[config.mk]
export PLATFORM = sky130hd
export DESIGN_NAME = mmio_timer_flat
export DESIGN_NICKNAME = d
export VERILOG_FILES = /design/src/rtl/mmio_timer_pkg.sv /design/src/rtl/mmio_timer_if.sv /design/src/rtl/mmio_timer_prescaler.sv /design/src/rtl/mmio_timer.sv /design/src/flat_wrapper.sv
export SDC_FILE = /design/constraint.sdc
export NUM_CORES = 1
export LEC_CHECK = 0
export ABC_AREA = 1
export ABC_CLOCK_PERIOD_IN_PS = 1600
export BUFFER_PORTS_ARGS = -buffer_cell sky130_fd_sc_hd__buf_2
export CAP_MARGIN = 30
export CORE_UTILIZATION = 35
export CTS_BUF_LIST = sky130_fd_sc_hd__clkbuf_2
export CTS_CLUSTER_DIAMETER = 40
export DETAILED_ROUTE_END_ITERATION = 6
export PLACE_DENSITY = 0.64
export SYNTH_ARGS = -nofsm -noshare
export SYNTH_HDL_FRONTEND = slang
export SYNTH_HIERARCHICAL = 1
export SYNTH_SLANG_ARGS = --single-unit
[constraint.sdc]
create_clock -name clk -period 1.6 [get_ports clk]
set_input_delay 0.08 -clock clk [delete_from_list [all_inputs] [get_ports clk]]
set_output_delay 0.08 -clock clk [all_outputs]
set_load 0.01 [all_outputs]
[src/rtl/mmio_timer_pkg.sv]
// mmio_timer shared types: FSM states, register offsets, CTRL fields.
// Imported by the timer top and its testbench.
package mmio_timer_pkg;

  typedef enum logic [1:0] {
    IDLE,
    LOAD,
    CNT,
    INT
  } state_t;

  localparam logic [3:0] OFF_CTRL     = 4'h0;
  localparam logic [3:0] OFF_PRESET   = 4'h4;
  localparam logic [3:0] OFF_COUNT    = 4'h8;
  localparam logic [3:0] OFF_PRESCALE = 4'hC;

  localparam int CTRL_EN   = 0;
  localparam int CTRL_MODE = 1;
  localparam int CTRL_IM   = 3;

  localparam logic [1:0] MODE_AUTO = 2'd1;

  localparam logic [4:0] DEF_EXC_ADEL = 5'd4;
  localparam logic [4:0] DEF_EXC_ADES = 5'd5;

endpackage

[src/rtl/mmio_timer_if.sv]
// CPU data-bus side of the memory-mapped timer.
// master = CPU/bridge, slave = timer.
interface mmio_timer_if;

  logic [31:0] addr;
  logic [31:0] wdata;
  logic [3:0]  byteen;
  logic        rd_en;
  logic [1:0]  read_mode;
  logic        hit;
  logic [31:0] rdata;
  logic [4:0]  e_code;

  modport master (
    output addr, wdata, byteen,
    output rd_en, read_mode,
    input  hit, rdata, e_code
  );

  modport slave (
    input  addr, wdata, byteen,
    input  rd_en, read_mode,
    output hit, rdata, e_code
  );

endinterface

[src/rtl/mmio_timer_prescaler.sv]
// Tick generator: o_tick once every i_div+1 running cycles.
// Used by mmio_timer only when TIMER_PRESCALE_EN is defined.
module timer_prescaler (
  input  logic       clk,
  input  logic       reset,
  input  logic       i_clear,
  input  logic       i_run,
  input  logic [7:0] i_div,
  output logic       o_tick
);

  logic [7:0] r_cnt;

  assign o_tick = (r_cnt == i_div);

  always_ff @(posedge clk) begin
    if (reset || i_clear)
      r_cnt <= '0;
    else if (i_run)
      r_cnt <= o_tick ? 8'd0 : r_cnt + 8'd1;
  end

endmodule

[src/rtl/mmio_timer.sv]
// Memory-mapped countdown timer with one interrupt line.
// Optional TIMER_PRESCALE_EN adds a PRESCALE register at +0xC.
module mmio_timer
  import mmio_timer_pkg::*;
#(
  parameter logic [31:0] BASE_ADDR = 32'h0000_7F00,
  parameter logic [4:0]  EXC_ADEL  = DEF_EXC_ADEL,
  parameter logic [4:0]  EXC_ADES  = DEF_EXC_ADES
) (
  input  logic         clk,
  input  logic         reset,
  mmio_timer_if.slave  bus,
  output logic         irq
);

  state_t      r_state;
  logic        r_en;
  logic [1:0]  r_mode;
  logic        r_im;
  logic        r_flag;
  logic [31:0] r_preset;
  logic [31:0] r_count;

  logic [3:0]  w_off;
  logic        w_in_win;
  logic        w_st;
  logic        w_ld;
  logic        w_st_reg;
  logic        w_st_ok;
  logic        w_ld_ok;
  logic        w_wr_ctrl;
  logic        w_wr_pre;
  logic        w_auto;
  logic        w_tick;
  logic [31:0] w_rsel;

  assign w_off    = bus.addr[3:0];
  assign w_in_win = bus.addr[31:4] == BASE_ADDR[31:4];
  assign w_st     = w_in_win && (bus.byteen != 4'h0);
  assign w_ld     = w_in_win && bus.rd_en;

`ifdef TIMER_PRESCALE_EN
  logic [7:0] r_prescale;
  logic       w_wr_ps;

  assign w_st_reg = (w_off == OFF_CTRL) ||
                    (w_off == OFF_PRESET) ||
                    (w_off == OFF_PRESCALE);
  assign w_wr_ps  = w_st_ok && (w_off == OFF_PRESCALE);

  always_ff @(posedge clk) begin
    if (reset)
      r_prescale <= '0;
    else if (w_wr_ps)
      r_prescale <= bus.wdata[7:0];
  end

  timer_prescaler u_prescaler (
    .clk     (clk),
    .reset   (reset),
    .i_clear (r_state == LOAD),
    .i_run   (r_state == CNT),
    .i_div   (r_prescale),
    .o_tick  (w_tick)
  );
`else
  assign w_st_reg = (w_off == OFF_CTRL) ||
                    (w_off == OFF_PRESET);
  assign w_tick   = 1'b1;
`endif

  // full 4-bit offset compare also enforces word alignment
  assign w_st_ok   = w_st && (bus.byteen == 4'hF) && w_st_reg;
  assign w_ld_ok   = w_ld && (bus.addr[1:0] == 2'b00) &&
                     (bus.read_mode == 2'd0);
  assign w_wr_ctrl = w_st_ok && (w_off == OFF_CTRL);
  assign w_wr_pre  = w_st_ok && (w_off == OFF_PRESET);
  assign w_auto    = (r_mode == MODE_AUTO);

  assign bus.hit = w_in_win &&
                   (bus.rd_en || (bus.byteen != 4'h0));

  assign bus.e_code = (w_st && !w_st_ok) ? EXC_ADES :
                      (w_ld && !w_ld_ok) ? EXC_ADEL :
                      5'd0;

  always_comb begin
    w_rsel = '0;
    unique case (1'b1)
      w_off[3:2] == 2'd0:
        w_rsel = {28'd0, r_im, r_mode, r_en};
      w_off[3:2] == 2'd1:
        w_rsel = r_preset;
      w_off[3:2] == 2'd2:
        w_rsel = r_count;
      w_off[3:2] == 2'd3:
`ifdef TIMER_PRESCALE_EN
        w_rsel = {24'd0, r_prescale};
`else
        w_rsel = '0;
`endif
    endcase
  end

  assign bus.rdata = w_ld_ok ? w_rsel : 32'd0;
  assign irq       = r_im & r_flag;

  always_ff @(posedge clk) begin
    if (reset) begin
      r_state  <= IDLE;
      r_en     <= 1'b0;
      r_mode   <= 2'd0;
      r_im     <= 1'b0;
      r_flag   <= 1'b0;
      r_preset <= '0;
      r_count  <= '0;
    end else begin
      if (r_flag && w_auto)
        r_flag <= 1'b0;
      if (w_wr_ctrl) begin
        r_en   <= bus.wdata[CTRL_EN];
        r_mode <= bus.wdata[CTRL_MODE +: 2];
        r_im   <= bus.wdata[CTRL_IM];
        r_flag <= 1'b0;
      end
      if (w_wr_pre)
        r_preset <= bus.wdata;
      unique case (r_state)
        IDLE:
          if (r_en) r_state <= LOAD;
        LOAD: begin
          r_count <= r_preset;
          r_state <= CNT;
        end
        CNT:
          if (!r_en)
            r_state <= IDLE;
          else if (r_count != '0) begin
            if (w_tick) r_count <= r_count - 32'd1;
          end else
            r_state <= INT;
        // a CTRL store this cycle owns EN and the flag
        INT: begin
          if (!w_wr_ctrl) begin
            r_flag <= 1'b1;
            if (!w_auto) r_en <= 1'b0;
          end
          r_state <= w_auto ? LOAD : IDLE;
        end
      endcase
    end
  end

endmodule

[src/flat_wrapper.sv]
// flat-port wrapper written by rule: the top's interface ports become plain ports
module mmio_timer_flat import mmio_timer_pkg::*;
#(
  parameter logic [31:0] BASE_ADDR = 32'h0000_7F00,
  parameter logic [4:0]  EXC_ADEL  = DEF_EXC_ADEL,
  parameter logic [4:0]  EXC_ADES  = DEF_EXC_ADES
)
  (clk, reset, irq, bus_addr, bus_wdata, bus_byteen, bus_rd_en, bus_read_mode, bus_hit, bus_rdata, bus_e_code);
  mmio_timer_if bus_i ();
  input  logic clk;
  input  logic reset;
  output logic irq;
  input wire logic [$bits(bus_i.addr)-1:0] bus_addr;
  input wire logic [$bits(bus_i.wdata)-1:0] bus_wdata;
  input wire logic [$bits(bus_i.byteen)-1:0] bus_byteen;
  input wire logic [$bits(bus_i.rd_en)-1:0] bus_rd_en;
  input wire logic [$bits(bus_i.read_mode)-1:0] bus_read_mode;
  output wire logic [$bits(bus_i.hit)-1:0] bus_hit;
  output wire logic [$bits(bus_i.rdata)-1:0] bus_rdata;
  output wire logic [$bits(bus_i.e_code)-1:0] bus_e_code;
  assign bus_i.addr = bus_addr;
  assign bus_i.wdata = bus_wdata;
  assign bus_i.byteen = bus_byteen;
  assign bus_i.rd_en = bus_rd_en;
  assign bus_i.read_mode = bus_read_mode;
  assign bus_hit = bus_i.hit;
  assign bus_rdata = bus_i.rdata;
  assign bus_e_code = bus_i.e_code;
  mmio_timer #(.BASE_ADDR(BASE_ADDR), .EXC_ADEL(EXC_ADEL), .EXC_ADES(EXC_ADES)) u_core (.clk(clk), .reset(reset), .bus(bus_i), .irq(irq));
endmodule
==> flow_summary.ini, run 1 <==
[clocking]
cts.clk_slew.worst_paths_ns = 0.21
clkSinkCount = 71
cts_buffers = 9
cts_tree = done
worstSkewPairLatency_ns = 0.54
clk_path_buf_depth = 2
cts_htree_levels = 3
root_buffer = clkbuf_2

[setup_path]
crit_path_frequent_cell = nand3_2
critPathKind = flip-flop to flip-flop
path_cells = buf_6, nor2_4, nand3_2, nor2_2, nand3_2, nand2_4, nand2_8, buf_12, clkinv_16, nand2_2, a21oi_2
critPathMaxStageDelay_ns = 0.41
critPathBufInv = 3
crit_arrival_ns = 2.11
worstPathRequired_ns = 2.09
cp-start-kind = flip-flop
critPathTopFamily = simple AND/OR/NAND/NOR gates
cp-end-kind = flip-flop
cp_slowest_cell = dfxtp_4
crit_fanout = 12

[synthesis]
ys.warnings.count = 6
synthCells = 823
ys_types = 37
synth_compound_area_share_pct = 13.54
netlist_area_um2 = 4722
yosys.area_share.adder_pct = 0.5299
yosysSeqAreaShare_pct = 30.10
yosys.area_share.simple_pct = 43.19
synthMuxAreaShare_pct = 0
synth_seq_cells = 71
synth_top_family_by_area = simple AND/OR/NAND/NOR gates
synth_xor_area_share_pct = 1.113
synth.avg_cell_area_um2 = 5.738

[power_and_ir_drop]
p_seq_share_pct = 51.0
comb_power_share_pct = 8.0
switching_power_mw = 0.8620
swShare_pct = 25.06
p_leak_nw = 3.625
power_mw = 3.440
p_per_area_nw_per_um2 = 477.6
intPower_mw = 2.578
worst_ir_drop_vdd_v = 0.0003541
clkPwrFrac_pct = 41.0

[run_status]
violations = negative setup slack
status = finished, violations left

[die]
die_y_um = 118.2
core_area_um2 = 13190
start_util_pct = 35.80
rows = 42
ios = 112
die-area_um2 = 13960
die_w_um = 118.2

[timing]
slew_violations = 0
setup_ws_ns = -0.02323
fin_crit_sh_pct = 101.5
fin_skew_ns = 0.01526
max_freq_ghz = 0.6161
hold_viol = 0
layout_min_cycle_time_ns = 1.623
finalSetupViolCount = 15
rsz0062_at_grt = true

[final_layout]
area_growth_pct = 52.54
fillCellCount = 1248
drive_above_1_share_pct = 35.44
multi_input_area_um2 = 3167
layout.nets = 1114
regArea_um2 = 1479
stdcell_area_um2 = 7203

[placement]
numPortBuffers = 108
placed_area_um2 = 5991
dpl.hpwl_um = 11000
gp_congestion = 0.8692

[drt]
viasPerCell = 4.837
drt_iter0_drc = 379
wl_per_cell_um = 13.61
wl_um = 16620
dr.pass1.iters = 5
drc = 0
vias = 5906
final_antenna_net_count = 0

[global_routing]
grt_max_degree = 64
grt_pass1_wl_um = 25520
overflow = 0
antenna_found_initial = 1
grt_use_total_pct = 22.58
grt_pass1_vias = 5306

[min_path]
hp-class = input pin to flip-flop

[flow_run]
max-cap-violations = 0
-- sequential cells by signal, summed over array words and instances (netlist names) --
register,cells
u_core/r_flag,1
u_core/r_en,1
u_core/r_state,2
u_core/r_im,1
u_core/r_count,32
u_core/r_mode,2
u_core/r_preset,32
-- through the flow --
stage	util [%]	std cells	setup TNS, ns	hold WS [ns]	setup WS (ns)
finish	54.61	1221	-0.1923	0.1443	-0.02323
global route	54.61	1221	-2.315	0.1199	-0.1107
CTS	49.94	1206	-0.02076	0.08029	-0.005429
detailed placement	45.42	1155	-0.3809	0.3067	-0.05439
global placement	45.42	1155	-0.03739	0.3021	-0.02055
floorplan	-	825	0	0.2149	0.09569
-- final timing paths --
kind / startpoint / end / slack [ns] / depth (start not counted)
worst max-delay path: u_core/r_count[3] / u_core/r_count[31] / -0.02 / 11
worst min-delay path: bus_addr[2] / u_core/r_en / 0.14 / 5
worst max register to register: u_core/r_count[3] / u_core/r_count[31] / -0.02 / 11
worst min register to register: u_core/r_flag / u_core/r_flag / 0.49 / 2
-- layout by cell type (no fill, tap or decap), types with 2 or more instances in the layout --
cell             n
a21oi_1         23
a21oi_2         24
buf_12           9
buf_2          108
buf_4           76
buf_6           10
bufinv_16        3
clkbuf_16        3
clkbuf_2         9
conb_1           3
dfxtp_1         45
dfxtp_2         16
dfxtp_4         10
dlygate4sd3_1   33
ha_4             2
inv_1           72
inv_2            4
inv_4            4
nand2_1        217
nand2_2         22
nand2_4          2
nand3_1         16
nand3_2          9
nand3_4          2
nand4_1          5
nor2_1         183
nor2_2          27
nor2_4          12
nor3_1           3
nor3_2           2
o21ai_0         40
o21ai_1         20
o21ai_2          2
o22ai_1          3
o22ai_2          3
xnor2_1          3
xor2_1           3
-- cell type report --
cell class	count	area share [%]
Sequential cell	71	20.53
Tap cell	176	3.057
Clock buffer	9	0.6253
Clock inverter	7	1.668
Timing Repair Buffer	239	25.12
Timing Repair inverter	1	0.2258
Inverter	82	4.777
Multi-Input combinational cell	635	43.96
Antenna cell	1	0.03474
-- cells by family after synthesis --
family,count (synthesis)
AND/OR/NAND/NOR,504
AO/OA/AOI/OAI,120
buffers and inverters,119
flip-flops,71
XOR/XNOR,6
adder cells (fa/ha/maj),2
other,1
-- repair_timing --
action                     4_1_cts  5_1_grt
hold endpoints to repair        44        0
hold buffers                    33        0
resized for setup               39      142
setup endpoints to repair       41       64
buffers inserted                 2        8
gates cloned                     0        6
pin swaps                        9       22
-- synth_stat cells, drive strengths merged --
library cell | n | share of area, %
nand2 | 242 | 20
nor2 | 222 | 19
inv | 81 | 6.5
dfxtp | 71 | 30
o21ai | 62 | 6.7
a21oi | 47 | 5.3
nand3 | 27 | 3.0
clkbuf | 19 | 1.5
buf | 18 | 3.3
o22ai | 7 | 0.93
nand4 | 6 | 1.1
nor3 | 5 | 0.53
xnor2 | 3 | 0.56
xor2 | 3 | 0.56
ha | 2 | 0.53
a211oi | 1 | 0.16
a221oi | 1 | 0.19
and2 | 1 | 0.13
and3 | 1 | 0.13
clkinv | 1 | 0.079
conb | 1 | 0.079
o21bai | 1 | 0.16
o31ai | 1 | 0.16
-- worst reg2reg max path: cells and delay by family (launching register included) --
kind,cells,cell delay (ns)
buffers and inverters,3,0.37
flip-flops,1,0.41
AO/OA/AOI/OAI,1,0.11
AND/OR/NAND/NOR,7,0.67
-- routing by layer --
metal / share of wire (%) / routed length [um] / vias to the layer above / GRT usage, %
li1: - / - / 2987 / -
met1: 45 / 7516 / 2683 / 31.07
met2: 47 / 7838 / 215 / 36.21
met4: 1.5 / 252 / 0 / 7.131
met5: 0 / 0 / - / 0
met3: 6.1 / 1015 / 21 / 3.282
-- power groups by stage --
stage	clock (mW)	sequential [mW]	combinational, mW
after floorplan	0	1.81	0.0777
after global placement	0	1.81	0.194
after detailed placement	0	1.81	0.198
after CTS	1.43	1.77	0.263
after global routing	1.51	1.76	0.298
final	1.41	1.75	0.274
(Power assumes the default switching activity.)
==> inputs of run 2 (changes only) <==
RECOVER_POWER = 50   (was not set)
==> run 2 against run 1 <==
  * The run still ends with negative setup slack left
  * Cell count unchanged
  * Maximum frequency up 0.26%
  * Total power about the same
  * Wire length decreased by 0.10%
  * Setup slack improved by 0.0042 ns
  * Die area is the same
  * Core utilization shrank 0.18 points
  * Sequential cell count unchanged
==> flow_summary.ini, run 2 (synthesis gave the netlist of run 1 again) <==
[run_status]
status = finished, violations left
violations = negative setup slack

[timing]
slew_violations = 0
tightest_slew_ns = 0.5787
fin_crit_sh_pct = 101.2
setup_ws_ns = -0.01907
max_freq_ghz = 0.6176
slew_headroom_pct = 61.42
layout_min_cycle_time_ns = 1.619
fin_skew_ns = 0.01507
rsz0062_at_grt = true
hold_viol = 0
finalSetupViolCount = 15

[die]
start_util_pct = 35.80
die-area_um2 = 13960
ios = 112
core_area_um2 = 13190
rows = 42
die_y_um = 118.2
die_w_um = 118.2

[clocking]
root_buffer = clkbuf_2
clkSinkCount = 71
clk_path_buf_depth = 2
cts.clk_slew.worst_paths_ns = 0.23
cts_tree = done
worstSkewPairLatency_ns = 0.54
cts_buffers = 9
cts_htree_levels = 3

[drt]
highest_layer = met4
final_antenna_net_count = 0
met1_length_um = 7538
vias = 5913
wl_um = 16610
routed-wl-met2_um = 7833
viasPerCell = 4.843
dr_wl_met3_um = 980
wl_per_cell_um = 13.60
drt_iter0_drc = 369
drc = 0
dr.pass1.iters = 5

[final_layout]
instances_no_fill = 1221
regArea_um2 = 1479
layout.nets = 1114
area_growth_pct = 52.04
multi_input_area_um2 = 3167
fillCellCount = 1254
drive_above_1_share_pct = 35.15
stdcell_area_um2 = 7179
final_common_cell = nand2_1
reg.largest.list = u_core/r_count (32), u_core/r_preset (32)
most-common-layout-cells = nand2_1 (217), nor2_1 (183), buf_2 (108)

[setup_path]
critPathMaxStageDelay_ns = 0.41
path_cells = buf_6, nor2_4, nand3_2, nor2_2, nand3_2, nand2_4, nand2_8, buf_12, clkinv_16, nor2_1, nor2_1
worstReg2RegEnd = u_core/r_count[1]
cp_slowest_cell = dfxtp_4
critPathBufInv = 3
cp-start-kind = flip-flop
rrSetupSlack_ns = -0.02
r2r_start = u_core/r_count[3]
cp-end-kind = flip-flop
crit_fanout = 12
crit_arrival_ns = 2.10
ff2ff_path_depth = 11
critPathKind = flip-flop to flip-flop
critPathTopFamily = simple AND/OR/NAND/NOR gates
worstPathRequired_ns = 2.08

[placement]
gp_congestion = 0.8692
placed_area_um2 = 5991
dp.cells = 1155
numPortBuffers = 108
dpl_worst_slack_ns = -0.05439
dpl.hpwl_um = 11000

[power_and_ir_drop]
intPower_mw = 2.578
swShare_pct = 25.10
p_per_area_nw_per_um2 = 479.5
worst_ir_drop_vdd_v = 0.0003541
switching_power_mw = 0.8640
p_seq_share_pct = 51.0
power_mw = 3.442
clkPwrFrac_pct = 41.1
comb_power_share_pct = 7.9
p_leak_nw = 3.609

[global_routing]
antenna_found_initial = 1
overflow = 0
grt_max_degree = 64
grt_pass1_wl_um = 25520
grt_use_total_pct = 22.58
grt_pass1_vias = 5306

[min_path]
hold_path_end = u_core/r_preset[21]
holdPathStages = 4
hp-class = input pin to flip-flop
min-delay-start = bus_wdata[21]

[flow_run]
max-cap-violations = 0
==> run 2: changes by cell type in the layout (fill, tap and decap cells not counted), sizes merged <==
cell / delta
buf: -4
clkbuf: +4
==> run 2: final cells by class <==
| type | instances | area share, % |
|---|---|---|
| Sequential cell | 71 | 20.60 |
| Clock inverter | 7 | 1.673 |
| Timing Repair inverter | 1 | 0.2266 |
| Timing Repair Buffer | 239 | 24.87 |
| Multi-Input combinational cell | 635 | 44.11 |
| Tap cell | 176 | 3.067 |
| Inverter | 82 | 4.793 |
| Clock buffer | 9 | 0.6274 |
| Antenna cell | 1 | 0.03486 |
==> run 2: power groups by stage <==
stage	combinational, mW	sequential (mW)	clock [mW]
after CTS	0.263	1.77	1.43
after global placement	0.194	1.81	0
after global routing	0.298	1.76	1.51
final	0.274	1.75	1.41
after detailed placement	0.198	1.81	0
after floorplan	0.0777	1.81	0
==> run 2: tightest hold or removal path: cells and delay by family <==
family / cells / cell delay [ns]
buffers and inverters: 2 / 0.61
and+or+nand+nor: 2 / 0.11
==> run 2: worst max path at each step <==
| stage | startpoint | endpoint | slack, ns | depth (start not counted) |
|---|---|---|---|---|
| 2_1_floorplan | u_core/r_count[0] | u_core/r_count[24] | 0.1 | 11 |
| 3_3_place_gp | u_core/r_count[4] | u_core/r_count[17] | -0.02 | 10 |
| 3_5_place_dp | u_core/r_count[0] | u_core/r_count[30] | -0.05 | 10 |
| 4_1_cts | u_core/r_count[3] | u_core/r_count[9] | -0.005 | 10 |
| 5_1_grt | u_core/r_count[3] | u_core/r_count[24] | -0.11 | 11 |
| 6_report | u_core/r_count[3] | u_core/r_count[1] | -0.02 | 11 |
==> run 2: per-stage QoR <==
stage,hold slack (ns),util (%),TNS [ns]
6_report,0.2707,54.43,-0.1484
5_1_grt,0.2472,54.43,-2.311
4_1_cts,0.08029,49.94,-0.02076
3_5_place_dp,0.3067,45.42,-0.3809
3_3_place_gp,0.3021,45.42,-0.03739
2_1_floorplan,0.2149,-,0
==> run 2: metal layers <==
layer	up-vias	GRT usage, %
met5	-	0
met4	0	7.131
met3	21	3.282
met2	212	36.21
met1	2694	31.07
li1	2986	-
==> run 2: timing repair <==
action	in CTS	in global routing
hold endpoints to repair	44	0
cloned	0	6
pin swaps	9	22
setup buffers	2	8
gates resized for setup	39	142
hold buffers	33	0
setup endpoints to repair	41	64
==> inputs of run 3 (changes only) <==
CELL_PAD_IN_SITES_DETAIL_PLACEMENT = 0   (was not set)
CELL_PAD_IN_SITES_GLOBAL_PLACEMENT = 1   (was not set)
CORE_UTILIZATION = 34   (was 35)
PLACE_DENSITY = 0.85   (was 0.64)
==> run 3 against run 2 <==
  * The flow still finishes with violations (negative setup slack)
  * Via count is 7.0% lower
  * Global-route usage down 1.6 points
  * Sequential cell count unchanged
  * Wire length is 13% lower
  * Largest power group unchanged
==> flow_summary.ini, run 3 (synthesis gave the netlist of run 1 again) <==
[timing]
tightest_slew_ns = 0.7221
slew_violations = 0
setup_ws_ns = -0.06679
fin_skew_ns = 0.02577
fin_hold_ws_ns = 0.1734
slew_headroom_pct = 51.86
hold_viol = 0
fin_crit_sh_pct = 104.2
layout_min_cycle_time_ns = 1.667
finalSetupViolCount = 31
max_freq_ghz = 0.6000
rsz0062_at_grt = true

[drt]
drc = 0
dr.pass1.iters = 5
wl_per_cell_um = 12.12
drt_iter0_drc = 277
viasPerCell = 4.634
vias = 5501
wl_um = 14390
final_antenna_net_count = 0

[min_path]
holdPathStages = 4
hp-class = input pin to flip-flop
min-delay-start = bus_addr[2]
hold_path_end = u_core/r_en

[die]
rows = 42
die-area_um2 = 14360
die_w_um = 119.9
core_area_um2 = 13400
start_util_pct = 35.24
ios = 112
die_y_um = 119.9

[final_layout]
reg.largest.list = u_core/r_count (32), u_core/r_preset (32)
antenna_cells = 0
layout.nets = 1084
fillCellCount = 1469
area_growth_pct = 39.11
utilization_pct = 49.02
drive_above_1_share_pct = 28.49
final_common_cell = nand2_1
most-common-layout-cells = nand2_1 (223), nor2_1 (197), buf_2 (108)
instances_no_fill = 1187

[clocking]
cts.clk_slew.worst_paths_ns = 0.18
clkSinkCount = 71
worstSkewPairLatency_ns = 0.56
clk_path_buf_depth = 2
cts_htree_levels = 3
root_buffer = clkbuf_2
cts_buffers = 9
cts_tree = done

[power_and_ir_drop]
worst_ir_drop_vdd_v = 0.0001960
power_mw = 2.820
p_leak_nw = 3.348
p_per_area_nw_per_um2 = 429.3

[placement]
numPortBuffers = 108
dpl.hpwl_um = 10150
dp.cells = 1134
dpl_worst_slack_ns = -0.06554
gp_congestion = 0.8539

[global_routing]
antenna_found_initial = 0
grt_pass1_vias = 5273
overflow = 0
grt_use_total_pct = 20.98
grt_pass1_wl_um = 24340
grt_max_degree = 65

[setup_path]
worstPathRequired_ns = 2.07
r2r_start = u_core/r_count[0]
critPathKind = flip-flop to flip-flop
crit_arrival_ns = 2.14
crit_fanout = 18
cp-end-kind = flip-flop
cp-start-kind = flip-flop
rrSetupSlack_ns = -0.07
worstReg2RegEnd = u_core/r_count[11]
ff2ff_path_depth = 11

[run_status]
status = finished, violations left
violations = negative setup slack

[flow_run]
max-cap-violations = 0
-- run 3: changes by cell type in the layout (fill, tap and decap cells not counted), moves of 7 or more --
| cell | delta |
|---|---|
| buf_4 | -19 |
| nor2_2 | -10 |
| nor2_1 | +14 |
| a21oi_1 | +14 |
| a21oi_2 | -14 |
| o21ai_2 | +7 |
| dfxtp_1 | +7 |
-- run 3: worst max path at each step --
stage                            startpoint                 end  slack [ns]
after floorplan           u_core/r_count[0]  u_core/r_count[24]         0.1
after global placement    u_core/r_count[0]  u_core/r_count[31]       -0.03
after detailed placement  u_core/r_count[0]  u_core/r_count[31]       -0.07
after CTS                 u_core/r_count[0]        bus_rdata[0]       -0.05
after global routing      u_core/r_count[1]  u_core/r_count[31]       -0.17
final                     u_core/r_count[0]  u_core/r_count[11]       -0.07
-- run 3: power breakdown --
part | internal [mW] | switching, mW | total (mW)
combinational | 0.146 | 0.123 | 0.269
sequential | 1.76 | 0.0000000000289 | 1.76
clock | 0.162 | 0.631 | 0.792
-- run 3: repair_timing --
item,in CTS,in global routing
gates cloned,1,1
setup buffers,2,3
setup endpoints to repair,37,64
pin swaps,4,16
hold buffers,33,0
gates resized for setup,38,83
endpoints found under the hold margin,44,0
-- run 3: critical path, stage by stage, from the launching register on --
cell and delay, ns:
dfxtp_2 0.36, inv_2 0.07, buf_6 0.11, ha_4 0.11, nand3_2 0.07, nor2_2 0.14
nand3_2 0.11, nand2_4 0.12, nand2_8 0.11, buf_12 0.18, o21ai_0 0.14, nor2_1 0.05
-- run 3: area by class of cell --
cell class / instances / area [um2] / area share, %
clock buffers: 9 / 45.04 / 0.6857
repair buffers: 210 / 1508 / 22.95
well taps: 176 / 220.2 / 3.352
inverters: 82 / 325.3 / 4.952
multi-input cells: 635 / 2992 / 45.54
clock inverters: 4 / 16.27 / 0.2476
flip-flops and latches: 71 / 1463 / 22.27
-- run 3: per-stage QoR --
step	TNS (ns)	instance area (um2)
3_3_place_gp	-0.08268	5808
5_1_grt	-4.228	6569
2_1_floorplan	0	4730
6_report	-0.9750	6569
3_5_place_dp	-0.8027	5808
4_1_cts	-0.1398	6311
-- run 3: per-layer routing --
metal | vias to the layer above | share of wire, % | routed length (um) | global-route usage [%]
li1 | 2914 | - | - | -
met1 | 2470 | 50 | 7265 | 28.50
met2 | 101 | 45 | 6428 | 33.49
met3 | 16 | 3.4 | 494 | 3.517
met4 | 0 | 1.4 | 201 | 7.109
met5 | - | 0 | 0 | 0
